[src/rtl/dkong3_obj_dma_pkg.sv]
// ==== dkong3_obj_dma_pkg : shared types/constants for the object-RAM DMA, rev 1.0 ====
`default_nettype none

package dkong3_obj_dma_pkg;

  typedef enum logic [2:0] {
    ST_IDLE = 3'd0,
    ST_REQ  = 3'd1,
    ST_RD   = 3'd2,
    ST_WR   = 3'd3,
    ST_REL  = 3'd4
  } dma_state_t;

  localparam int DEFAULT_LEN = 384;
  localparam int OBJ_RAM_AW  = 10;
  localparam int IDX_W       = 10;

  // Bank selects the upper half of the object RAM; the low 9 index bits address within it.
  function automatic logic [OBJ_RAM_AW-1:0] obj_addr(input logic bank, input logic [8:0] idx_lo);
    return {bank, idx_lo};
  endfunction

endpackage

`default_nettype wire

[src/rtl/dkong3_obj_dma.sv]
// ==== dkong3_obj_dma : CPU work RAM -> object RAM block copy over a BUSRQ/BUSAK handshake, rev 1.0 ====
`default_nettype none

module dkong3_obj_dma
  import dkong3_obj_dma_pkg::*;
#(
  parameter int LEN   = DEFAULT_LEN,
  parameter int SRC_W = 16
) (
  input  logic                  I_CLK_12M,
  input  logic                  RST_4L,
  input  logic                  I_START,
  input  logic [SRC_W-1:0]      I_SRC_BASE,
  input  logic                  I_BANK,
  output logic                  O_BUSRQn,
  input  logic                  I_BUSAKn,
  output logic [SRC_W-1:0]      O_SRC_A,
  output logic                  O_SRC_RDn,
  input  logic [7:0]            I_SRC_D,
  output logic [OBJ_RAM_AW-1:0] O_OBJ_DMA_A,
  output logic [7:0]            O_OBJ_DMA_D,
  output logic                  O_OBJ_DMA_CE,
  output logic                  O_BUSY,
  output logic                  O_DONE
);

  localparam logic [IDX_W-1:0] LAST_IDX = IDX_W'(LEN - 1);

  generate
    if (LEN < 1 || LEN > 512) begin : g_len_chk
      $error("dkong3_obj_dma: LEN must be in 1..512");
    end
  endgenerate

  dma_state_t            r_state;
  logic                  r_armed;
  logic [SRC_W-1:0]      r_base;
  logic                  r_bank;
  logic [IDX_W-1:0]      r_idx;
  logic                  r_busrq_n;
  logic [SRC_W-1:0]      r_src_a;
  logic                  r_src_rd_n;
  logic [OBJ_RAM_AW-1:0] r_obj_a;
  logic [7:0]            r_obj_d;
  logic                  r_obj_ce;
  logic                  r_busy;
  logic                  r_done;

  logic [IDX_W-1:0]      w_idx_inc;
  logic                  w_last;

  assign w_idx_inc = r_idx + IDX_W'(1);
  assign w_last    = (r_idx == LAST_IDX);

  // r_armed blocks a start that coincides with the edge releasing reset.
  always_ff @(posedge I_CLK_12M or negedge RST_4L) begin
    if (!RST_4L) begin
      r_state    <= ST_IDLE;
      r_armed    <= 1'b0;
      r_base     <= '0;
      r_bank     <= 1'b0;
      r_idx      <= '0;
      r_busrq_n  <= 1'b1;
      r_src_a    <= '0;
      r_src_rd_n <= 1'b1;
      r_obj_a    <= '0;
      r_obj_d    <= '0;
      r_obj_ce   <= 1'b0;
      r_busy     <= 1'b0;
      r_done     <= 1'b0;
    end else begin
      r_armed  <= 1'b1;
      r_obj_ce <= 1'b0;
      r_done   <= 1'b0;
      case (r_state)
        ST_IDLE: begin
          if (I_START && r_armed) begin
            r_base    <= I_SRC_BASE;
            r_bank    <= I_BANK;
            r_idx     <= '0;
            r_busrq_n <= 1'b0;
            r_busy    <= 1'b1;
            r_state   <= ST_REQ;
          end
        end
        ST_REQ: begin
          if (!I_BUSAKn) begin
            r_src_a    <= r_base + SRC_W'(r_idx);
            r_src_rd_n <= 1'b0;
            r_state    <= ST_RD;
          end
        end
        ST_RD: begin
          r_src_rd_n <= 1'b1;
          r_state    <= I_BUSAKn ? ST_REQ : ST_WR;
        end
        ST_WR: begin
          // Source data is valid in this cycle; it is captured and presented with CE next cycle.
          if (I_BUSAKn) begin
            r_state <= ST_REQ;
          end else begin
            r_obj_ce <= 1'b1;
            r_obj_a  <= obj_addr(r_bank, r_idx[8:0]);
            r_obj_d  <= I_SRC_D;
            r_idx    <= w_idx_inc;
            if (w_last) begin
              r_busrq_n <= 1'b1;
              r_state   <= ST_REL;
            end else begin
              r_src_a    <= r_base + SRC_W'(w_idx_inc);
              r_src_rd_n <= 1'b0;
              r_state    <= ST_RD;
            end
          end
        end
        ST_REL: begin
          if (I_BUSAKn) begin
            r_done  <= 1'b1;
            r_busy  <= 1'b0;
            r_state <= ST_IDLE;
          end
        end
        default: begin
          r_busrq_n  <= 1'b1;
          r_src_rd_n <= 1'b1;
          r_busy     <= 1'b0;
          r_state    <= ST_IDLE;
        end
      endcase
    end
  end

  assign O_BUSRQn     = r_busrq_n;
  assign O_SRC_A      = r_src_a;
  assign O_SRC_RDn    = r_src_rd_n;
  assign O_OBJ_DMA_A  = r_obj_a;
  assign O_OBJ_DMA_D  = r_obj_d;
  assign O_OBJ_DMA_CE = r_obj_ce;
  assign O_BUSY       = r_busy;
  assign O_DONE       = r_done;

endmodule

`default_nettype wire
[config.mk]
export PLATFORM = sky130hd
export DESIGN_NAME = dkong3_obj_dma
export DESIGN_NICKNAME = d
export VERILOG_FILES = /design/src/rtl/dkong3_obj_dma_pkg.sv /design/src/rtl/dkong3_obj_dma.sv
export SDC_FILE = /design/constraint.sdc
export NUM_CORES = 1
export LEC_CHECK = 0
export CORE_MARGIN = 5
export CORE_UTILIZATION = 47
export DETAILED_ROUTE_END_ITERATION = 8
export PLACE_DENSITY = 0.76
export SETUP_SLACK_MARGIN = 0.02
export SLEW_MARGIN = 5
export SYNTH_ARGS = -nofsm -noshare
export SYNTH_HDL_FRONTEND = slang
export SYNTH_SLANG_ARGS = --single-unit
[constraint.sdc]
create_clock -name I_CLK_12M -period 3 [get_ports I_CLK_12M]
set_clock_uncertainty 0.1 [all_clocks]
set_input_delay 0.3 -clock I_CLK_12M [delete_from_list [all_inputs] [get_ports I_CLK_12M]]
set_output_delay 0.3 -clock I_CLK_12M [all_outputs]
set_load 0.01 [all_outputs]
# Word level (Yosys, flattened, before mapping)
# Index checks and enable logic that the tools add are counted.
totals:
  romBits: 0
  inputBits: 29
  ram_bits: 0
  latchBits: 0
  out_inout_bits: 39
  register_bits: 70
  n_memories: 0
op_classes:
  div_mod_pow: 0
  shifts: 0
  n_lt_le_gt_ge: 0
  bitwise: 4
  mux: 29
  reduce_logical: 15
  mul: 0
  n_eq_ne: 11
  add_sub_neg: 3
ops:
  columns: ["cell", "n"]
  rows:
  - ["$mux W16", 3]
  - ["$add A16 B10 Y16", 2]
  - ["$pmux W16 S2", 1]
  - ["$mux W10", 2]
  - ["$pmux W10 S2", 1]
  - ["$mux W3", 5]
  - ["$pmux W3 S5", 1]
  - ["$mux W1", 12]
  - ["$ne A2 B2 Y1 const B", 6]
  - ["$reduce_and A4 Y1", 3]
  - ["$add A10 B1 Y10 const B", 1]
  - ["$eq A10 B9 Y1 const B", 1]
  - ["$pmux W1 S3", 3]
  - ["$reduce_and A3 Y1", 3]
  - ["$eq A3 B2 Y1 const B", 2]
  - ["$reduce_or A3 Y1", 2]
  - ["$not A1 Y1", 4]
  - ["$reduce_and A2 Y1", 2]
  - ["$reduce_bool A2 Y1", 2]
  - ["$eq A3 B1 Y1 const B", 1]
  - ["$eq A3 B3 Y1 const B", 1]
  - ["$logic_not A3 Y1", 1]
  - ["$mux W2", 1]
  - ["$reduce_or A2 Y1", 1]
  - ["$logic_and A1 B1 Y1", 1]

# Longest topological paths before layout
# Gate-level depths: netlist of run 1.
logic_depth:
  depth_word: 5
  mapped_depth: 14
  mapped_depth_nobuf: 14

# Worst setup path before layout of run 1
# OpenSTA, ideal clock, no wires.
synth_path:
  path_type: "register to register"
  from: "register r_state[0]"
  to: "register r_src_a[8], in the netlist O_SRC_A[8]"
  required_ns: 2.779
  path_buffers: 0
  stages_incl_launch_ff: 15
  arrival_ns: 2.712
  slack_ns: 0.067
  path_cell_list: "dfrtp_1 nor2b_1 nand2_1 inv_1 ha_1 inv_1 ha_1 inv_1 fa_1 nor2b_4 o31a_1 or4_1 a31oi_1 xor2_1 o21ai_1"
synth_via:
  elab_chain_cells: 3
synth_lines:
  columns: ["element", "line", "rtl"]
  rows:
  - ["start, declared", "dkong3_obj_dma.sv:35", "dma_state_t r_state;"]
  - ["start signal, assigned", "dkong3_obj_dma.sv:95", "r_state <= I_BUSAKn ? ST_REQ : ST_WR;"]
  - ["$eq A3 B2 Y1 / $eq A3 B1 Y1 (equally long branches)", "dkong3_obj_dma.sv:75", "case (r_state)"]
  - ["$ne A2 B2 Y1 (no line) / $reduce_bool A2 Y1 (equally long branches)", null, null]
  - ["$reduce_and A4 Y1 (no line)", null, null]
  - ["end signal, assigned", "dkong3_obj_dma.sv:88", "r_src_a <= r_base + SRC_W'(r_idx);"]
  - ["end signal, assigned", "dkong3_obj_dma.sv:110", "r_src_a <= r_base + SRC_W'(w_idx_inc);"]
  - ["end, declared", "dkong3_obj_dma.sv:41", "logic [SRC_W-1:0] r_src_a;"]
# Parallel ways exist; a longest one is shown, timed or not.
# A chain may end at the register's enable or synchronous reset.

# Final worst setup path of run 1
# Ends and elaborated chain as after synthesis.

==> impl_results.md, run 1 <==
- Number of antenna violations at the first check in global routing: 0
- Cells traversed along the worst timing path: nor2b_4 > nand2_4 > inv_6 > ha_4 > inv_2 > ha_4 > inv_2 > fa_2 > nor2b_4 > o31a_1 > or4_1 > a31oi_1 > xor2_1 > o21ai_1
- H-Tree Level Count: 3
- Cell family with most CP delay: simple AND/OR/NAND/NOR gates
- Post-route clock period utilization: 98.5%
- Via count: roughly 2,700
- Sequential area share after synthesis: between 50% and 60%
- Effective utilization at floorplan: 48.3%
- Most frequent standard cell in the layout excluding fill and tap cells: sky130_fd_sc_hd__dfrtp_1
- Row count: 31
- Cells after Synth: ~330
- Number of top-level pins: 68
- Wire length of the first global-routing pass: 12,200 µm
- Vias in the first global route: 2,536
- Cell type of the slowest stage on the worst timing path: sky130_fd_sc_hd__or4_1
- Residual overflow from global routing: 0
- Detailed placer's ending HPWL: ~5200 µm
- Leading register cell type out of synthesis: sky130_fd_sc_hd__dfrtp_1
- FMAX: 339 MHz
- Number of distinct library cell variants in the gate-level netlist after synthesis: just under 50
- Final nets: between 400 and 500
- Crit path required time: 3.11 ns
- PortBufs: 67
- Detail-routed net length per standard cell: between 10 and 15 µm
- Critical path class: reg2reg
- Pin count of the biggest net entering global routing: 71
- Width of the chip: 96.3 µm
- Worst-skew pair later-pin latency: 0.33 ns
- Hold crit path type: in2async
- Measured slew at the worst slew-check pin: ~0.86 ns
- Largest buffer count on any clock path: 2
- Power density over cell area: 964 mW/mm²
- Final instance area: 0.00470 mm²
- Count of TritonRoute iterations in the first routing pass: 4
- Final number of hold-violating endpoints: 0
- Startpoint Class: flop
- CP peak stage delay: 0.48 ns
- Highest-count cells in the layout ignoring fill and taps: sky130_fd_sc_hd__dfrtp_1, sky130_fd_sc_hd__clkdlybuf4s50_1, sky130_fd_sc_hd__nand2_1, sky130_fd_sc_hd__mux2_1, sky130_fd_sc_hd__buf_4
- Max Fanout on Critical Path: 4
- Drt via density: around 5.1
- Utilization after layout: 64.8%
- Quantity of hold-fixing buffers added after cts: 0
- Ratio of cells with drive above 1 in the final layout: 18.9%
- Final setup fails: 0
- Status: finished, final reports clean
- Ys Warns: 0
- Cell area after synthesis: 0.00350 mm²
- Average size of a mapped cell: 10.7 µm²
- Crit path time final: 2.95 ns
- Buffer cell driving the clock tree root: sky130_fd_sc_hd__clkbuf_8
- CTS clock-pin slew for the worst setup and hold paths: 0.07 ns
- Number of DRC violations after detailed-routing iteration 0: 122
- Share of flip-flops with an asynchronous set or reset: 100%
- Number of nets with antenna violations after detailed routing: 0
- Total clock sinks: 70
- Clock tree from TritonCTS: yes
- Max-slew violation count: 0
- Kind of end point of the critical path: flop
- Tot Pwr: 4.53 mW
- Worst slew margin relative to its limit: approximately 43%
- Data arrival at the endpoint of the critical path: 3.07 ns
- Floorplan core area: 0.00725 mm²
- Yosys reg bits: 70
- Total Wirelength: 7550 µm
- Antenna diode count: 0
- Die area: 0.00928 mm²
- Critical register-to-register path startpoint: r_state[0]
- Number of CTS-inserted buffers: 9
- Maximum ir drop on the vdd rail: 0.381 mV
- Minimum hold slack: 0.0388 ns
- Syn Nets: 370
- Post-synth EDFFs: 0
- Setup repair after global routing missed its margin: yes
- Residual DRC count: 0
- Startpoint of the most critical setup path: r_state[0]
- Max-cap check violation count: 0
- Final weighted congestion of routability-driven global placement: between 0.8 and 0.9
- Overall global routing resource usage: roughly 17%
- Placement-stage cell area: 0.00428 mm²
- Synthesis-to-finish area growth: 34.2%
- Number of buffer and inverter instances along the worst setup path: 3
- Leakage power total: 2.05 nW
- Chip Height: 96.3 µm
timing repair:
action,in CTS,in global routing
setup buffers,0,13
gates resized for setup,1,29
pin swaps,0,16
endpoints found under the setup margin,1,7
cells by family (layout without fill, tap and decap cells):
family	Yosys count	count (layout)	synth area share [%]
AND/OR/NAND/NOR	89	89	12.1
flip-flops	70	70	50.1
AO/OA/AOI/OAI	68	68	11.2
multiplexers	38	38	12.1
buffers and inverters	28	119	4.25
XOR/XNOR	21	21	5.25
adder cells (fa/ha/maj)	13	13	4.86
other	1	1	0.107
state kept, by name, indices dropped and copies added (netlist names):
name and cells:
r_idx 10, O_OBJ_DMA_A 10, r_state 3, O_OBJ_DMA_CE 1, r_base 16, r_bank 1
O_BUSY 1, O_OBJ_DMA_D 8, r_armed 1, O_SRC_A 16, O_SRC_RDn 1, O_DONE 1
O_BUSRQn 1
area by class of cell:
| class | count | area [µm²] |
|---|---|---|
| Fill cell | 588 | 2550 |
| Multi-Input combinational cell | 230 | 1690 |
| Clock buffer | 12 | 145 |
| Sequential cell | 70 | 1760 |
| Clock inverter | 4 | 70.1 |
| Timing Repair Buffer | 92 | 866 |
| Tap cell | 99 | 124 |
| Inverter | 11 | 46.3 |
power breakdown:
part / leakage [nW] / internal (mW) / switching [mW]
registers: 0.863 / 1.33 / 0.291
logic: 1.08 / 1.15 / 0.938
clock network: 0.110 / 0.489 / 0.342
total: 2.05 / 2.96 / 1.57
layer usage:
layer / global-route usage [%] / vias to the layer above / wire [µm]
li1: - / 1315 / -
met1: 22.9 / 1259 / 3360
met3: 3.28 / 14 / 392
met2: 26.7 / 73 / 3630
met4: 6.66 / 0 / 173
met5: 0 / - / 0
synth_stat cells (all sizes together), types with 2 or more instances:
library cell	count	area, µm²
o211ai	3	22.5
a31oi	2	12.5
xor2	10	87.6
dfstp	2	52.6
inv	11	41.3
o21ai	32	160
nor3	8	45.0
nand3	6	30.0
ha	12	150
nor2b	4	32.5
xnor2	11	96.3
nor2	17	66.3
nand2b	5	38.8
nand4	4	25.0
nand2	39	146
a211oi	3	22.5
mux2i	2	20.0
dfrtp	68	1700
mux2	36	405
clkbuf	4	15.0
buf	13	92.6
and3	2	12.5
a21oi	18	90.1
metrics by stage:
| stage | std cells | setup WS [ns] | TNS, ns |
|---|---|---|---|
| after global routing | 518 | -0.117 | -0.117 |
| final | 518 | 0.0463 | 0 |
| after global placement | 489 | 0.107 | 0 |
| after CTS | 505 | 0.0343 | 0 |
| after detailed placement | 489 | 0.0365 | 0 |
| after floorplan | 328 | 0.0671 | 0 |
path summary, 6_finish.rpt:
path                       cells past startpoint  slack, ns          end
max in group asynchronous                      2       2.16     r_idx[2]
max reg2reg                                   14       0.05   O_SRC_A[8]
min reg2reg                                    2       0.38  O_SRC_A[10]
min in group I_CLK_12M                         2       0.38  O_SRC_A[10]
max                                           14       0.05   O_SRC_A[8]
min                                            2       0.04       O_BUSY
No activity file was read; power rests on OpenSTA's default activity.
==> inputs of run 2 (changes only) <==
--- a/config.mk
+++ b/config.mk
@@ -6,9 +6,10 @@
 export NUM_CORES = 1
 export LEC_CHECK = 0
 export CORE_MARGIN = 5
-export CORE_UTILIZATION = 47
+export CORE_UTILIZATION = 57
 export DETAILED_ROUTE_END_ITERATION = 8
-export PLACE_DENSITY = 0.76
+export DONT_BUFFER_PORTS = 1
+export PLACE_DENSITY = 0.75
 export SETUP_SLACK_MARGIN = 0.02
 export SLEW_MARGIN = 5
 export SYNTH_ARGS = -nofsm -noshare
==> impl_results.md, run 2 (same netlist as run 1, synthesis figures left out) <==
- Cell type of the slowest stage on the worst timing path: sky130_fd_sc_hd__or4_4
- Number of DRC violations after detailed-routing iteration 0: 135
- Largest buffer count on any clock path: 2
- Fill cell count: 381
- H-Tree Level Count: 3
- Die area: 0.00781 mm²
- Number of placed cells counting well taps: 395
- Startpoint Class: flop
- Clock tree from TritonCTS: yes
- Worst slew margin relative to its limit: 60.9%
- Final setup fails: 0
- Wire length of the first global-routing pass: 11,900 µm
- Effective utilization at floorplan: roughly three fifths
- CP peak stage delay: 0.51 ns
- Ratio of cells with drive above 1 in the final layout: 21.7%
- Measured slew at the worst slew-check pin: 0.585 ns
- Cells traversed along the worst timing path: nor2b_4 > nand2_2 > inv_2 > buf_6 > nand2_2 > xnor2_1 > ha_1 > nor2b_4 > o31a_1 > or4_4 > a31oi_4 > xor2_1 > o21ai_1
- Leakage power total: ~1.9 nW
- Worst-skew pair later-pin latency: 0.36 ns
- Max Fanout on Critical Path: 4
- Number of CTS-inserted buffers: 9
- Crit path required time: 3.14 ns
- Via count: 2,675
- Final nets: approximately 420
- Vias in the first global route: 2,418
- Final number of hold-violating endpoints: 0
- Drt via density: ~5.9
- Final weighted congestion of routability-driven global placement: 0.842
- Pin count of the biggest net entering global routing: slightly above 70
- Cell family with most CP delay: simple AND/OR/NAND/NOR gates
- Residual DRC count: 0
- Power density over cell area: around 980 mW/mm²
- Max-cap check violation count: 0
- Max-slew violation count: 0
- Overall global routing resource usage: 20.1%
- Detailed placer's ending HPWL: 4650 µm
- Crit path time final: 2.94 ns
- Critical path class: reg2reg
- Buffer cell driving the clock tree root: sky130_fd_sc_hd__clkbuf_8
- Status: finished, final reports clean
- Most frequent standard cell in the layout excluding fill and tap cells: sky130_fd_sc_hd__dfrtp_1
- Utilization after layout: 72.1%
- Post-route clock period utilization: 98.0%
- Minimum hold slack: 0.0343 ns
- Number of nets with antenna violations after detailed routing: 0
- Number of buffer and inverter instances along the worst setup path: 2
- Residual overflow from global routing: 0
- Total clock sinks: 70
- Width of the chip: 88.4 µm
- Setup repair after global routing missed its margin: yes
- Antenna diode count: 0
- Hold crit path type: in2reg
- Synthesis-to-finish area growth: 22.5%
- Row count: 28
- Floorplan core area: 0.00596 mm²
- Number of antenna violations at the first check in global routing: 0
- Number of standard cells in the final layout excluding fillers: between 400 and 500
- FMAX: between 300 and 400 MHz
- Tot Pwr: approximately 4.2 mW
- Data arrival at the endpoint of the critical path: a little over 3 ns
- CTS clock-pin slew for the worst setup and hold paths: 0.08 ns
- PortBufs: 0
- Maximum ir drop on the vdd rail: 0.487 mV
- Number of top-level pins: 68
- Total Neg Setup Slack: 0 ns
- Highest-count cells in the layout ignoring fill and taps: sky130_fd_sc_hd__dfrtp_1, sky130_fd_sc_hd__nand2_1, sky130_fd_sc_hd__mux2_1, sky130_fd_sc_hd__dlygate4sd3_1, sky130_fd_sc_hd__buf_4
- Chip Height: 88.4 µm
- Kind of end point of the critical path: flop
- Total Wirelength: 8320 µm
- Detail-routed net length per standard cell: 18.4 µm
- Count of TritonRoute iterations in the first routing pass: 4
run 2: what timing repair did:
action                     in CTS  in global routing
hold endpoints to repair       98                  0
setup endpoints to repair       1                  8
pin swaps                       1                  9
hold buffers                   28                  0
resized for setup               0                 32
buffers inserted                0                 14
run 2: area by class of cell:
| type | count | area, µm² | area share [%] |
|---|---|---|---|
| Sequential cell | 70 | 1760 | 41.0 |
| Clock inverter | 4 | 45.0 | 1.05 |
| Inverter | 11 | 41.3 | 0.962 |
| Multi-Input combinational cell | 230 | 1720 | 40.1 |
| Clock buffer | 12 | 155 | 3.62 |
| Tap cell | 75 | 93.8 | 2.19 |
| Timing Repair Buffer | 51 | 478 | 11.1 |
run 2: metal layers:
metal	GRT usage, %	vias up	part of all wire, %
met5	0	-	0
met4	11.1	0	3.4
met3	6.24	29	6.9
met2	31.5	105	51
met1	24.9	1318	39
li1	-	1223	-
run 2: worst paths after layout:
check / cells after the start / slack, ns / startpoint / to
setup / recovery: 13 / 0.06 / r_state[2] / O_SRC_A[8]
hold / removal: 2 / 0.03 / I_BUSAKn / O_BUSY
setup reg to reg: 13 / 0.06 / r_state[2] / O_SRC_A[8]
hold reg to reg: 1 / 0.39 / r_bank / r_bank
max in group asynchronous: 2 / 2.07 / RST_4L / O_SRC_RDn
min in group asynchronous: 2 / 0.37 / RST_4L / O_SRC_A[2]
run 2: metrics by stage:
step                cell area (µm²)  setup WS [ns]
global route                   4290        -0.0690
floorplan                      3500         0.0671
global placement               3560          0.142
CTS                            4060         0.0214
finish                         4290         0.0602
detailed placement             3560         0.0686
run 2: power breakdown:
group          internal (mW)  switching (mW)
Sequential              1.33           0.450
Clock                  0.426           0.358
Combinational          0.818           0.816
